File: config.mk
export PLATFORM = sky130hd
export DESIGN_NAME = arb_mux_n
export DESIGN_NICKNAME = d
export VERILOG_FILES = /design/src/rtl/arb_mux_n.sv
export SDC_FILE = /design/constraint.sdc
export NUM_CORES = 1
export LEC_CHECK = 0
export BUFFER_PORTS_ARGS = -buffer_cell sky130_fd_sc_hd__clkbuf_2
export CAP_MARGIN = 20
export CORE_AREA = 2 2 70 99
export CTS_BUF_LIST = sky130_fd_sc_hd__clkbuf_8 sky130_fd_sc_hd__clkbuf_16
export CTS_CLUSTER_DIAMETER = 40
export CTS_CLUSTER_SIZE = 40
export DETAILED_ROUTE_END_ITERATION = 10
export DIE_AREA = 0 0 72 101
export PLACE_DENSITY_LB_ADDON = 0.12
export SLEW_MARGIN = 20
export SYNTH_ARGS = -nofsm -noshare
export SYNTH_HDL_FRONTEND = slang
export SYNTH_SLANG_ARGS = --single-unit
File: constraint.sdc
create_clock -name clk -period 1.3 [get_ports clk]
set_input_delay 0 -clock clk [delete_from_list [all_inputs] [get_ports clk]]
set_output_delay 0 -clock clk [all_outputs]
set_load 0.01 [all_outputs]
File: src/rtl/arb_mux_n.sv
// rtl/arb_mux_n.sv - N-input valid/ready mux with registered output stage, external-select or round-robin grant
module arb_mux_n #(
  parameter int WIDTH = 32,
  parameter int N     = 4,
  parameter int SEL_W = $clog2(N),
  parameter int RR    = 0
) (
  input  logic                 clk,
  input  logic                 rst,
  input  logic [N*WIDTH-1:0]   in_data,
  input  logic [N-1:0]         in_valid,
  output logic [N-1:0]         in_ready,
  input  logic [SEL_W-1:0]     sel,
  output logic [WIDTH-1:0]     out_data,
  output logic                 out_valid,
  input  logic                 out_ready,
  output logic [SEL_W-1:0]     out_src
);

  logic               r_out_valid;
  logic [WIDTH-1:0]   r_out_data;
  logic [SEL_W-1:0]   r_out_src;
  logic [SEL_W-1:0]   r_ptr;

  logic               w_space;
  logic               w_found;
  logic               w_take;
  logic [SEL_W-1:0]   w_idx;
  logic [SEL_W-1:0]   w_cand;
  logic [WIDTH-1:0]   w_word;

  // Round-robin searches upward from the channel after the last winner.
  always_comb begin
    w_found = 1'b0;
    w_idx   = '0;
    w_cand  = '0;
    if (RR != 0) begin
      for (int off = 1; off <= N; off++) begin
        w_cand = SEL_W'((int'(r_ptr) + off) % N);
        if (!w_found && in_valid[w_cand]) begin
          w_found = 1'b1;
          w_idx   = w_cand;
        end
      end
    end else begin
      for (int k = 0; k < N; k++) begin
        if (sel == SEL_W'(k) && in_valid[k]) begin
          w_found = 1'b1;
          w_idx   = SEL_W'(k);
        end
      end
    end
  end

  assign w_space = !r_out_valid || out_ready;
  assign w_take  = w_found && w_space && !rst;

  always_comb begin
    in_ready = '0;
    if (w_take) in_ready[w_idx] = 1'b1;
  end

  always_comb begin
    w_word = '0;
    for (int k = 0; k < N; k++) begin
      if (w_idx == SEL_W'(k)) w_word = in_data[k*WIDTH +: WIDTH];
    end
  end

  always_ff @(posedge clk) begin
    if (rst) begin
      r_out_valid <= 1'b0;
      r_out_data  <= '0;
      r_out_src   <= '0;
      r_ptr       <= SEL_W'(N - 1);
    end else if (w_take) begin
      r_out_valid <= 1'b1;
      r_out_data  <= w_word;
      r_out_src   <= w_idx;
      if (RR != 0) r_ptr <= w_idx;
    end else if (out_ready) begin
      r_out_valid <= 1'b0;
    end
  end

  assign out_valid = r_out_valid;
  assign out_data  = r_out_data;
  assign out_src   = r_out_src;

endmodule

# Yosys cells after proc, flatten, opt, wreduce, memory -nomap -nowiden
# Index checks and enable logic that the tools add are counted.
word_totals:
  input_bits: 137
  reg_bits: 35
  out_inout_bits: 39
op_classes:
  n_mux: 16
  n_reduce_logical: 13
  magnitude_cmp: 2
  eq_ne: 6
op_table:
  columns: ["op", "n"]
  rows:
  - ["$mux 32", 4]
  - ["$eq 2x2->1 const B", 4]
  - ["$mux 1", 8]
  - ["$logic_and 1x1->1", 7]
  - ["$eq 2x1->1 const B", 2]
  - ["$logic_not 2->1", 2]
  - ["$mux 2", 2]
  - ["$mux 4", 1]
  - ["$lt 2x3->1 const B", 1]
  - ["$demux 1 s2", 1]
  - ["$ge 2x1->1 const B", 1]
  - ["$logic_not 1->1", 2]
  - ["$reduce_bool 2->1", 1]
  - ["$logic_or 1x1->1", 1]

# Depth between registers and ports, before layout
# Gate-level depths: netlist of run 1.
logic_depth:
  depth_word: 10
  depth_mapped: 7

# Worst setup path after synthesis of run 1
# OpenSTA, ideal clock, no wires.
synth_path:
  path_type: "input -> register"
  start: "input port sel[1]"
  end: "register r_out_data[6] (netlist: out_data[6])"
  required_ns: 1.161
  cell_stages: 6
  arrival_time_ns: 1.148
  setup_time_ns: 0.139
  path_buffers: 2
  setup_slack_ns: 0.013
  path_cell_list: "mux4_2 > and3_4 > buf_6 > buf_6 > mux2i_1 > o22ai_1"
synth_via:
  elab_chain_cells: 10
  word_cells_on_any_way: 25
  classes_between: "6 x eq/ne; 11 x mux; 8 x reduce/logical"
synth_rtl:
  columns: ["item", "line_no", "rtl"]
  rows:
  - ["from (decl)", "13", "input logic [SEL_W-1:0] sel,"]
  - ["$eq 2x1->1", "47", "if (sel == SEL_W'(k) && in_valid[k]) begin"]
  - ["$logic_and 1x1->1", "47", null]
  - ["$mux 1", "47", null]
  - ["$mux 2 (2 in a row)", "47", null]
  - ["$logic_not 2->1", "66", "if (w_idx == SEL_W'(k)) w_word = in_data[k*WIDTH +: WIDTH];"]
  - ["$mux 32 (4 in a row)", "66", null]
  - ["to (signal assigned)", "78", "r_out_data <= w_word;"]
  - ["to (decl)", "21", "logic [WIDTH-1:0] r_out_data;"]
# Several ways; a longest one is shown, not always the timed one.
# A chain may end at the register's enable or synchronous reset.

# Worst setup path after layout of run 1
layout_path:
  start: "register r_out_valid (netlist: out_valid)"
  end: "output port in_ready[0]"
layout_via:
  elab_chain_cells: 5
layout_rtl:
  columns: ["item", "line_no", "rtl"]
  rows:
  - ["from (decl)", "20", "logic r_out_valid;"]
  - ["from (signal assigned)", "72", "r_out_valid <= 1'b0;"]
  - ["from (signal assigned)", "77", "r_out_valid <= 1'b1;"]
  - ["from (signal assigned)", "82", "r_out_valid <= 1'b0;"]
  - ["$logic_not 1->1", "55", "assign w_space = !r_out_valid || out_ready;"]
  - ["$logic_or 1x1->1", "55", null]
  - ["$logic_and 1x1->1 (2 in a row)", "56", "assign w_take = w_found && w_space && !rst;"]
  - ["$mux 4", "60", "if (w_take) in_ready[w_idx] = 1'b1;"]
  - ["to (decl)", "12", "output logic [N-1:0] in_ready,"]
# No other way between the ends.

==> results of run 1 <==
[report_power, final]
part / leakage (nW) / internal [mW] / total, mW / switching, mW
clock network: 0.0557 / 0.476 / 0.876 / 0.400
registers: 0.290 / 1.20 / 1.26 / 0.0602
logic: 1.30 / 0.564 / 1.10 / 0.532
total: 1.65 / 2.24 / 3.23 / 0.992
[logic make-up (layout without fill, tap and decap cells)]
logic type	Yosys count	in the layout	share of synthesized area
AOI/OAI and AO/OA	103	103	0.447
buffers and inverters	51	233	0.105
and+or+nand+nor	37	37	0.0829
DFF	35	35	0.314
muxes	10	10	0.0510
[registers in the layout (all words and copies together), names as in the netlist]
name       flops
out_data      32
out_src        2
out_valid      1
[area by class of cell]
cell class                 instances  area [sq um]
clock inverter                     1          3.75
fill                             629          2970
sequential                        35           702
clock buffer                       7          96.3
multi-input combinational        150          1330
timing repair buffer             201          1150
tap                               74          92.6
inverter                          24          90.1
[critical path: stages, from the launching register on]
cell,delay (ns)
dfxtp_2,0.34
nand2b_4,0.07
nand3_2,0.13
buf_6,0.17
nor3_4,0.10
buf_2,0.15
[layer usage]
layer,global-route usage,part of all wire,vias up
li1,-,-,1312
met4,0.0784,0.019,0
met2,0.376,0.54,99
met3,0.0400,0.059,12
met5,0,0,-
met1,0.232,0.39,1235
[through the flow]
stage	power, mW	instances
6_report	3.23	492
5_1_grt	3.41	492
4_1_cts	3.26	492
3_5_place_dp	2.36	483
3_3_place_gp	2.35	483
2_1_floorplan	1.86	236
[final timing paths]
| path | from | endpoint | cells after the start |
|---|---|---|---|
| setup reg to reg | out_valid | out_data[4] | 3 |
| setup / recovery | out_valid | in_ready[0] | 5 |
| hold reg to reg | out_src[0] | out_src[0] | 2 |
| hold / removal | in_data[42] | out_data[10] | 3 |
[placed cells by master, fill, tap and decap left out, types with 2 or more instances in the layout]
cell,count
clkbuf_2,174
dfxtp_1,34
a221oi_1,28
inv_1,24
o32ai_2,22
o221ai_1,21
buf_4,18
nand2_1,14
a21oi_1,12
mux2i_1,8
nor2_1,7
clkbuf_8,7
buf_12,6
a21o_1,5
o22ai_1,5
nand3_1,3
o31ai_1,3
a22o_1,3
and3b_1,2
nor2b_1,2
buf_6,2
[repair_timing]
item / in CTS / in global routing
setup buffers: 1 / 0
setup endpoints to repair: 4 / 22
resized for setup: 5 / 5
pin swaps: 2 / 1
==> results.sh, run 1 <==
export IMPL_status="finished clean"
export IMPL_ys_top_cells_by_area="dfxtp_1 31%, o32ai_2 16%, a221oi_1 11%"
export IMPL_insertion_delay_ns=0.29
export IMPL_path_max_fanout=6
export IMPL_cts_buffers=5
export IMPL_worst_slew_pin_slew_ns=0.468
export IMPL_crit_required_ns=1.30
export IMPL_syn_instance_count=236
export IMPL_netlist_area_sq_um=2230
export IMPL_seq_area_frac_synth=0.314
export IMPL_yosys_warnings=0
export IMPL_rsz0062_at_grt="true"
export IMPL_ys_flop_type="dfxtp_1"
export IMPL_syn_num_nets=373
export IMPL_place_congestion=0.789
export IMPL_layout_min_cycle_time_ns=1.25
export IMPL_cts_hold_buf=0
export IMPL_grt_total_usage=0.206
export IMPL_clockBufferDepth=2
export IMPL_final_hold_worst_slack_ns=0.0119
export IMPL_synth_edf_count=0
export IMPL_fmax_ghz=0.801
export IMPL_async_reset_ff_frac=0
export IMPL_dp_slack_ns=-0.150
export IMPL_die_area_sq_um=7270
export IMPL_avgSynthCellArea_sq_um=9.46
export IMPL_ys_ff_latch=35
export IMPL_cts_sinks=35
export IMPL_power_per_cell_area_nw_per_um2=930
export IMPL_totalWireLength_um=7700
export IMPL_maxSlewViolCount=0
export IMPL_setup_viol=0
export IMPL_io_pins=176
export IMPL_grt_pass1_vias=2510
export IMPL_drt_iter0_drc=89
export IMPL_setup_slack_ns=0.0519
export IMPL_p_leak_nw=1.65
export IMPL_synth_top_area_frac=0.314
export IMPL_area_growth_pct=55.5
export IMPL_clock_tree_root_cell="clkbuf_8"
export IMPL_synthDistinctLibCells=34
export IMPL_path_clk_slew_ns=0.07
export IMPL_cts_tree="yes"
export IMPL_grt_max_degree=29
export IMPL_design_core_area_sq_um=6440
export IMPL_dpl_cell_area_sq_um=3320
export IMPL_max_cap_violations=0
export IMPL_yosysMostFrequentCell="dfxtp_1"
export IMPL_tns_ns=0
export IMPL_dieWidth_um=72
export IMPL_drive_above_1_share=0.577
export IMPL_critPathArrivalTime_ns=1.25
export IMPL_vias=2658
export IMPL_place_hpwl_um=6100
export IMPL_wl_per_cell_um=15.6
export IMPL_drtAntennaViolNets=0
export IMPL_antenna_found_initial=0
export IMPL_drc=0
export IMPL_portBuffers=175
export IMPL_grt_overflow=0
export IMPL_crit_path_end_kind="output port"
export IMPL_finalHoldViolations=0
export IMPL_crit_type="register to output port"
export IMPL_skew_ns=0.00331
export IMPL_start_kind="register"
export IMPL_slew_headroom=0.688
export IMPL_cts_max_level=2
export IMPL_via_per_inst=5.40
export IMPL_fin_area_sq_um=3470
export IMPL_first_pass_iters=5
export IMPL_diodes=0
export IMPL_final_core_util=0.539
export IMPL_rows=35
export IMPL_layout_nets=554
export IMPL_max_vdd_ir_drop_mv=0.403
export IMPL_finalCritPeriodShare=0.960
export IMPL_synth_largest_area_cell="dfxtp_1"
export IMPL_dieHeight_um=101
export IMPL_grt_pass1_wl_um=11800
export IMPL_hold_class="primary input to register"
export IMPL_start_util=0.347
export IMPL_synth_commonest_cells="35 x dfxtp_1, 28 x a221oi_1, 23 x inv_1"
export IMPL_regToRegSetupSlack_ns=0.07
(Power assumes the default switching activity.)
==> inputs of run 2 (changes only) <==
--- a/config.mk
+++ b/config.mk
@@ -5,14 +5,15 @@
 export SDC_FILE = /design/constraint.sdc
 export NUM_CORES = 1
 export LEC_CHECK = 0
+export ABC_AREA = 1
 export BUFFER_PORTS_ARGS = -buffer_cell sky130_fd_sc_hd__clkbuf_2
 export CAP_MARGIN = 20
-export CORE_AREA = 2 2 70 99
+export CORE_AREA = 2 2 70 98
 export CTS_BUF_LIST = sky130_fd_sc_hd__clkbuf_8 sky130_fd_sc_hd__clkbuf_16
 export CTS_CLUSTER_DIAMETER = 40
 export CTS_CLUSTER_SIZE = 40
 export DETAILED_ROUTE_END_ITERATION = 10
-export DIE_AREA = 0 0 72 101
+export DIE_AREA = 0 0 72 100
 export PLACE_DENSITY_LB_ADDON = 0.12
 export SLEW_MARGIN = 20
 export SYNTH_ARGS = -nofsm -noshare
==> run 2 against run 1 <==
Effect of this change:
- the flow now finishes with violations (setup timing)
- clock skew is 0.00081 ns higher
- sequential power hardly changed
- fmax is 6.5% lower
- flip-flop and latch count stayed put
- register-to-register slack worse by 0.09 ns
- sequential share of layout area is 0.21 points lower
- global-route usage is 2.6 points higher
- clock power is 18% lower
- final cell count is 25% higher
- clock-buffer cell count is 2 lower
- power is 7.9% lower
- utilization is 0.56 points higher
==> results.sh, run 2 <==
export IMPL_path_clk_slew_ns=0.07
export IMPL_netlist_area_sq_um=2140
export IMPL_dieWidth_um=72
export IMPL_rows=35
export IMPL_clock_tree_root_cell="clkbuf_8"
export IMPL_top_layer_used="met4"
export IMPL_crit_family="buffers and inverters"
export IMPL_crit_type="register to output port"
export IMPL_cts_buffers=5
export IMPL_clockBufferDepth=2
export IMPL_place_hpwl_um=6480
export IMPL_synthAdderAreaFrac=0
export IMPL_dpl_cell_count=593
export IMPL_fmax_ghz=0.749
export IMPL_crit_chain="inv_2 > nor2_4 > nor2_4 > o21ai_4 > buf_6 > nor3_2 > buf_2"
export IMPL_synth_compound_area_frac=0.189
export IMPL_r2r_cells=10
export IMPL_violations="setup timing"
export IMPL_start_util=0.333
export IMPL_drc=0
export IMPL_p_leak_nw=1.93
export IMPL_synthDistinctLibCells=26
export IMPL_met2_length_um=4490
export IMPL_setup_slack_ns=-0.0351
export IMPL_ys_flop_type="dfxtp_1"
export IMPL_via_per_inst=5.04
export IMPL_path_max_fanout=5
export IMPL_cts_hold_buf=0
export IMPL_hp_start="in_data[55]"
export IMPL_min_to="out_data[23]"
export IMPL_critPathArrivalTime_ns=1.34
export IMPL_max_stage_delay_ns=0.32
export IMPL_hold_class="primary input to register"
export IMPL_cp_depth=7
export IMPL_place_congestion=0.811
export IMPL_seq_area_frac_synth=0.327
export IMPL_power_per_cell_area_nw_per_um2=848
export IMPL_grt_pass1_wl_um=13200
export IMPL_totalWireLength_um=8470
export IMPL_rsz0062_at_grt="true"
export IMPL_critPathBufInv=3
export IMPL_drive_above_1_share=0.467
export IMPL_synth_top_area_frac=0.327
export IMPL_largest_reg_flops=32
export IMPL_cts_sinks=35
export IMPL_io_pins=176
export IMPL_final_cells=614
export IMPL_ys_ff_latch=35
export IMPL_ys_top_cells_by_area="dfxtp_1 33%, nand2_1 20%, a21oi_1 9.8%"
export IMPL_setup_viol=3
export IMPL_dp_slack_ns=-0.0846
export IMPL_avgSynthCellArea_sq_um=6.29
export IMPL_final_cell_mix="171 x clkbuf_2, 111 x nand2_1, 40 x a21oi_1, 38 x nand3_1, 34 x dfxtp_1"
export IMPL_grt_overflow=0
export IMPL_grt_max_degree=19
export IMPL_crit_path_end_kind="output port"
export IMPL_synth_commonest_cells="114 x nand2_1, 42 x a21oi_1, 41 x nand3_1"
export IMPL_cts_max_level=2
export IMPL_async_reset_ff_frac=0
export IMPL_insertion_delay_ns=0.29
export IMPL_worst_slew_pin_slew_ns=0.350
export IMPL_syn_num_nets=478
export IMPL_die_area_sq_um=7200
export IMPL_finalHoldViolations=0
export IMPL_wl_per_cell_um=13.8
export IMPL_regToRegSetupSlack_ns=-0.02
export IMPL_synth_edf_count=0
export IMPL_portBuffers=175
export IMPL_layout_nets=678
export IMPL_finalCritPeriodShare=1.03
export IMPL_yosys_warnings=0
export IMPL_synth_xor_area_frac=0
export IMPL_tns_ns=-0.0858
export IMPL_first_pass_iters=4
export IMPL_layout_min_cycle_time_ns=1.34
export IMPL_max_vdd_ir_drop_mv=0.486
export IMPL_diodes=0
export IMPL_cpMostUsedCell="nor2_4"
export IMPL_syn_instance_count=341
export IMPL_met3_length_um=570
export IMPL_maxSlewViolCount=0
export IMPL_start_kind="register"
export IMPL_muxShareOfSynthArea=0
export IMPL_yosysMostFrequentCell="nand2_1"
export IMPL_synth_top_family_by_area="simple AND/OR/NAND/NOR gates"
export IMPL_r2r_end="out_data[26]"
export IMPL_drtAntennaViolNets=0
export IMPL_area_growth_pct=63.6
export IMPL_status="finished, violations left"
export IMPL_grt_pass1_vias=2956
export IMPL_final_hold_worst_slack_ns=0.0229
export IMPL_hold_depth=5
export IMPL_synth_largest_area_cell="dfxtp_1"
export IMPL_drt_iter0_drc=128
export IMPL_layout_commonest_cell="clkbuf_2"
export IMPL_design_core_area_sq_um=6440
export IMPL_antenna_found_initial=0
export IMPL_skew_ns=0.00412
export IMPL_max_cap_violations=0
export IMPL_dieHeight_um=100
export IMPL_cts_tree="yes"
export IMPL_synth_simple_area_share=0.418
export IMPL_crit_required_ns=1.30
export IMPL_worst_path_max_delay_cell="dfxtp_2"
export IMPL_slew_headroom=0.766
export IMPL_grt_total_usage=0.232
export IMPL_wl_met1_um=3250
export IMPL_rr_startpoint="out_valid"
export IMPL_vias=3094
## run 2: how the worst max path moves through the flow
stage / start / to / slack [ns]
after detailed placement: out_valid / out_data[21] / -0.08
final: out_valid / in_ready[0] / -0.04
after global routing: out_valid / in_ready[0] / -0.12
after global placement: sel[0] / out_data[6] / -0.04
after CTS: out_valid / in_ready[0] / -0.06
after floorplan: out_valid / out_data[13] / 0.02
## run 2: area by class of cell
class | instances | area (sq um)
clock buffers | 5 | 68.8
clock inverters | 1 | 3.75
fillers | 681 | 2930
inverters | 11 | 48.8
multi-input cells | 276 | 1380
flip-flops and latches | 35 | 702
well taps | 74 | 92.6
repair buffers | 211 | 1200
repair inverters | 1 | 6.26
## run 2: what timing repair did
item                                    4_1_cts  5_1_grt
resized for setup                            13       20
setup buffers                                 7        7
endpoints found under the setup margin        9       29
pin swaps                                     2       12
gates cloned                                  1        1
## run 2: cells by family after synthesis
logic type	Yosys count
buf+inv	31
flops	35
simple gates	205
compound gates	70
## run 2: routing by layer
metal / track usage / vias up
met5: 0 / -
li1: - / 1553
met2: 0.452 / 117
met1: 0.243 / 1410
met3: 0.0482 / 14
met4: 0.0697 / 0
## run 2: through the flow
stage           util  area (sq um)  total power, mW
4_1_cts        0.524          3370             2.94
2_1_floorplan      -          2150             1.71
3_5_place_dp   0.498          3210             2.18
5_1_grt        0.545          3510             3.17
6_report       0.545          3510             2.97
3_3_place_gp   0.498          3210             2.17
## run 2: where the power goes
part           switching [mW]  internal, mW  total, mW  leakage, nW
sequential             0.0580          1.18       1.24        0.288
clock                   0.371         0.349      0.719       0.0413
combinational           0.528         0.485       1.01         1.60
## run 2: worst min-delay path: stages
cell      delay (ns)
clkbuf_2        0.08
nand2_1         0.04
nand3_1         0.07
nand2_1         0.05
nand2_1         0.04
==> inputs of run 3 (changes only) <==
--- a/config.mk
+++ b/config.mk
@@ -14,6 +14,8 @@
 export CTS_CLUSTER_SIZE = 40
 export DETAILED_ROUTE_END_ITERATION = 10
 export DIE_AREA = 0 0 72 100
+export GPL_TIMING_DRIVEN = 0
+export HOLD_SLACK_MARGIN = 0.05
 export PLACE_DENSITY_LB_ADDON = 0.12
 export SLEW_MARGIN = 20
 export SYNTH_ARGS = -nofsm -noshare
==> run 3 against run 2 <==
Effect of this change:
- the run still ends with setup timing left
- final cell count increased by 3.3%
- flip-flop and latch count is the same
- utilization increased by 2.3 points
- fmax is 0.70% higher
- sequential share of layout area is 0.79 points lower
- clock power is 0.7% lower
- first-iteration DRC count rose by 24%
- routed wire length grew 3.0%
- critical path type unchanged
==> results.sh, run 3 (same netlist as run 2, synthesis figures left out) <==
export IMPL_portBuffers=174
export IMPL_maxSlewViolCount=0
export IMPL_path_max_fanout=5
export IMPL_cts_buffers=5
export IMPL_dp_slack_ns=-0.208
export IMPL_fmax_ghz=0.754
export IMPL_rsz0062_at_grt="true"
export IMPL_violations="setup timing"
export IMPL_p_int_mw=2.03
export IMPL_crit_family="buffers and inverters"
export IMPL_rr_startpoint="out_valid"
export IMPL_drt_iter0_drc=159
export IMPL_netSwitchingFraction=0.318
export IMPL_clock_tree_root_cell="clkbuf_8"
export IMPL_crit_path_end_kind="output port"
export IMPL_p_sw_mw=0.946
export IMPL_final_cells=634
export IMPL_place_hpwl_um=6410
export IMPL_area_growth_pct=70.4
export IMPL_antenna_found_initial=0
export IMPL_crit_start="out_valid"
export IMPL_worst_path_max_delay_cell="dfxtp_2"
export IMPL_crit_chain="inv_2 > nor2_4 > nor2_4 > o21ai_4 > buf_6 > nor3_2 > buf_2"
export IMPL_vias=3161
export IMPL_max_vdd_ir_drop_mv=0.441
export IMPL_grt_pass1_wl_um=13900
export IMPL_design_core_area_sq_um=6440
export IMPL_finalCritPeriodShare=1.02
export IMPL_insertion_delay_ns=0.28
export IMPL_crit_type="register to output port"
export IMPL_start_util=0.333
export IMPL_setup_viol=3
export IMPL_crit_required_ns=1.30
export IMPL_layout_min_cycle_time_ns=1.33
export IMPL_die_area_sq_um=7200
export IMPL_hp_start="in_data[119]"
export IMPL_start_kind="register"
export IMPL_cts_sinks=35
export IMPL_multiInputGateArea_sq_um=1360
export IMPL_wl_per_cell_um=13.8
export IMPL_final_hold_worst_slack_ns=0.0520
export IMPL_via_per_inst=4.99
export IMPL_rows=35
export IMPL_max_cap_violations=0
export IMPL_diodes=0
export IMPL_finalHoldViolations=0
export IMPL_worst_slew_pin_slew_ns=0.492
export IMPL_cts_max_level=2
export IMPL_max_stage_delay_ns=0.33
export IMPL_critPathArrivalTime_ns=1.33
export IMPL_grt_max_degree=12
export IMPL_drc=0
export IMPL_dieWidth_um=72
export IMPL_totalWireLength_um=8720
export IMPL_status="finished, violations left"
export IMPL_place_congestion=0.776
export IMPL_layout_nets=698
export IMPL_critPathBufInv=3
export IMPL_final_cell_mix="174 x clkbuf_2, 113 x nand2_1, 42 x a21oi_1, 41 x nand3_1, 34 x dfxtp_1"
export IMPL_combPwrFrac=0.344
export IMPL_cpMostUsedCell="nor2_4"
export IMPL_slew_headroom=0.671
export IMPL_hold_class="primary input to register"
export IMPL_num_fill_cells=678
export IMPL_tns_ns=-0.0466
export IMPL_seq_area_sq_um=702
export IMPL_p_leak_nw=1.98
export IMPL_layout_commonest_cell="clkbuf_2"
export IMPL_p_clk_frac=0.240
export IMPL_grt_total_usage=0.245
export IMPL_largest_reg_flops=32
export IMPL_grt_pass1_vias=3088
export IMPL_p_seq_frac=0.416
export IMPL_grt_overflow=0
export IMPL_cts_tree="yes"
export IMPL_dpl_cell_count=589
export IMPL_clockBufferDepth=2
export IMPL_drtAntennaViolNets=0
export IMPL_total_power_mw=2.98
export IMPL_path_clk_slew_ns=0.07
export IMPL_drive_above_1_share=0.411
export IMPL_skew_ns=0.00507
export IMPL_dieHeight_um=100
export IMPL_power_per_cell_area_nw_per_um2=814
export IMPL_first_pass_iters=6
export IMPL_io_pins=176
export IMPL_setup_slack_ns=-0.0258
==> run 3: what timing repair did <==
item / CTS / global route
hold buffers: 32 / 0
hold endpoints to repair: 23 / 0
pin swaps: 2 / 1
resized for setup: 12 / 23
cloned: 1 / 0
setup endpoints to repair: 36 / 32
setup buffers: 6 / 1
==> run 3: through the flow <==
step	utilization	instance area, sq um
6_report	0.568	3650
5_1_grt	0.568	3650
4_1_cts	0.560	3600
3_5_place_dp	0.484	3110
3_3_place_gp	0.484	3110
2_1_floorplan	-	2150
==> run 3: worst register-to-register path: cells and delay by family (launching register included) <==
family                 cells  cell delay (ns)
AO/OA/AOI/OAI              2             0.27
flip-flops                 1             0.33
AND/OR/NAND/NOR            3             0.22
buffers and inverters      3             0.36
==> run 3: metal layers <==
layer	share of wire	vias up	global-route usage	routed length [um]
li1	-	1597	-	-
met2	0.53	132	0.447	4620
met5	0	-	0	0
met4	0.029	0	0.104	252
met3	0.062	22	0.0442	544
met1	0.38	1410	0.272	3300
==> run 3: power groups by stage <==
stage	combinational [mW]	sequential [mW]	clock, mW
5_1_grt	1.14	1.25	0.785
4_1_cts	1.01	1.24	0.742
6_report	1.02	1.24	0.714
2_1_floorplan	0.401	1.31	0
3_3_place_gp	0.878	1.26	0
3_5_place_dp	0.884	1.26	0
==> run 3: area by class of cell <==
cell class / instances / share of cell area
plain buffers: 19 / 0.0342
repair buffers: 213 / 0.343
inverters: 11 / 0.0130
well taps: 74 / 0.0253
clock buffers: 5 / 0.0188
multi-input cells: 276 / 0.372
clock inverters: 1 / 0.00103
flip-flops and latches: 35 / 0.192
==> run 3: final timing paths <==
| check | to | slack [ns] | depth (start not counted) |
|---|---|---|---|
| worst min-delay path | out_data[23] | 0.05 | 5 |
| worst max register to register | out_src[0] | 0.02 | 8 |
| worst min register to register | out_data[9] | 0.47 | 2 |
| worst max-delay path | in_ready[0] | -0.03 | 7 |
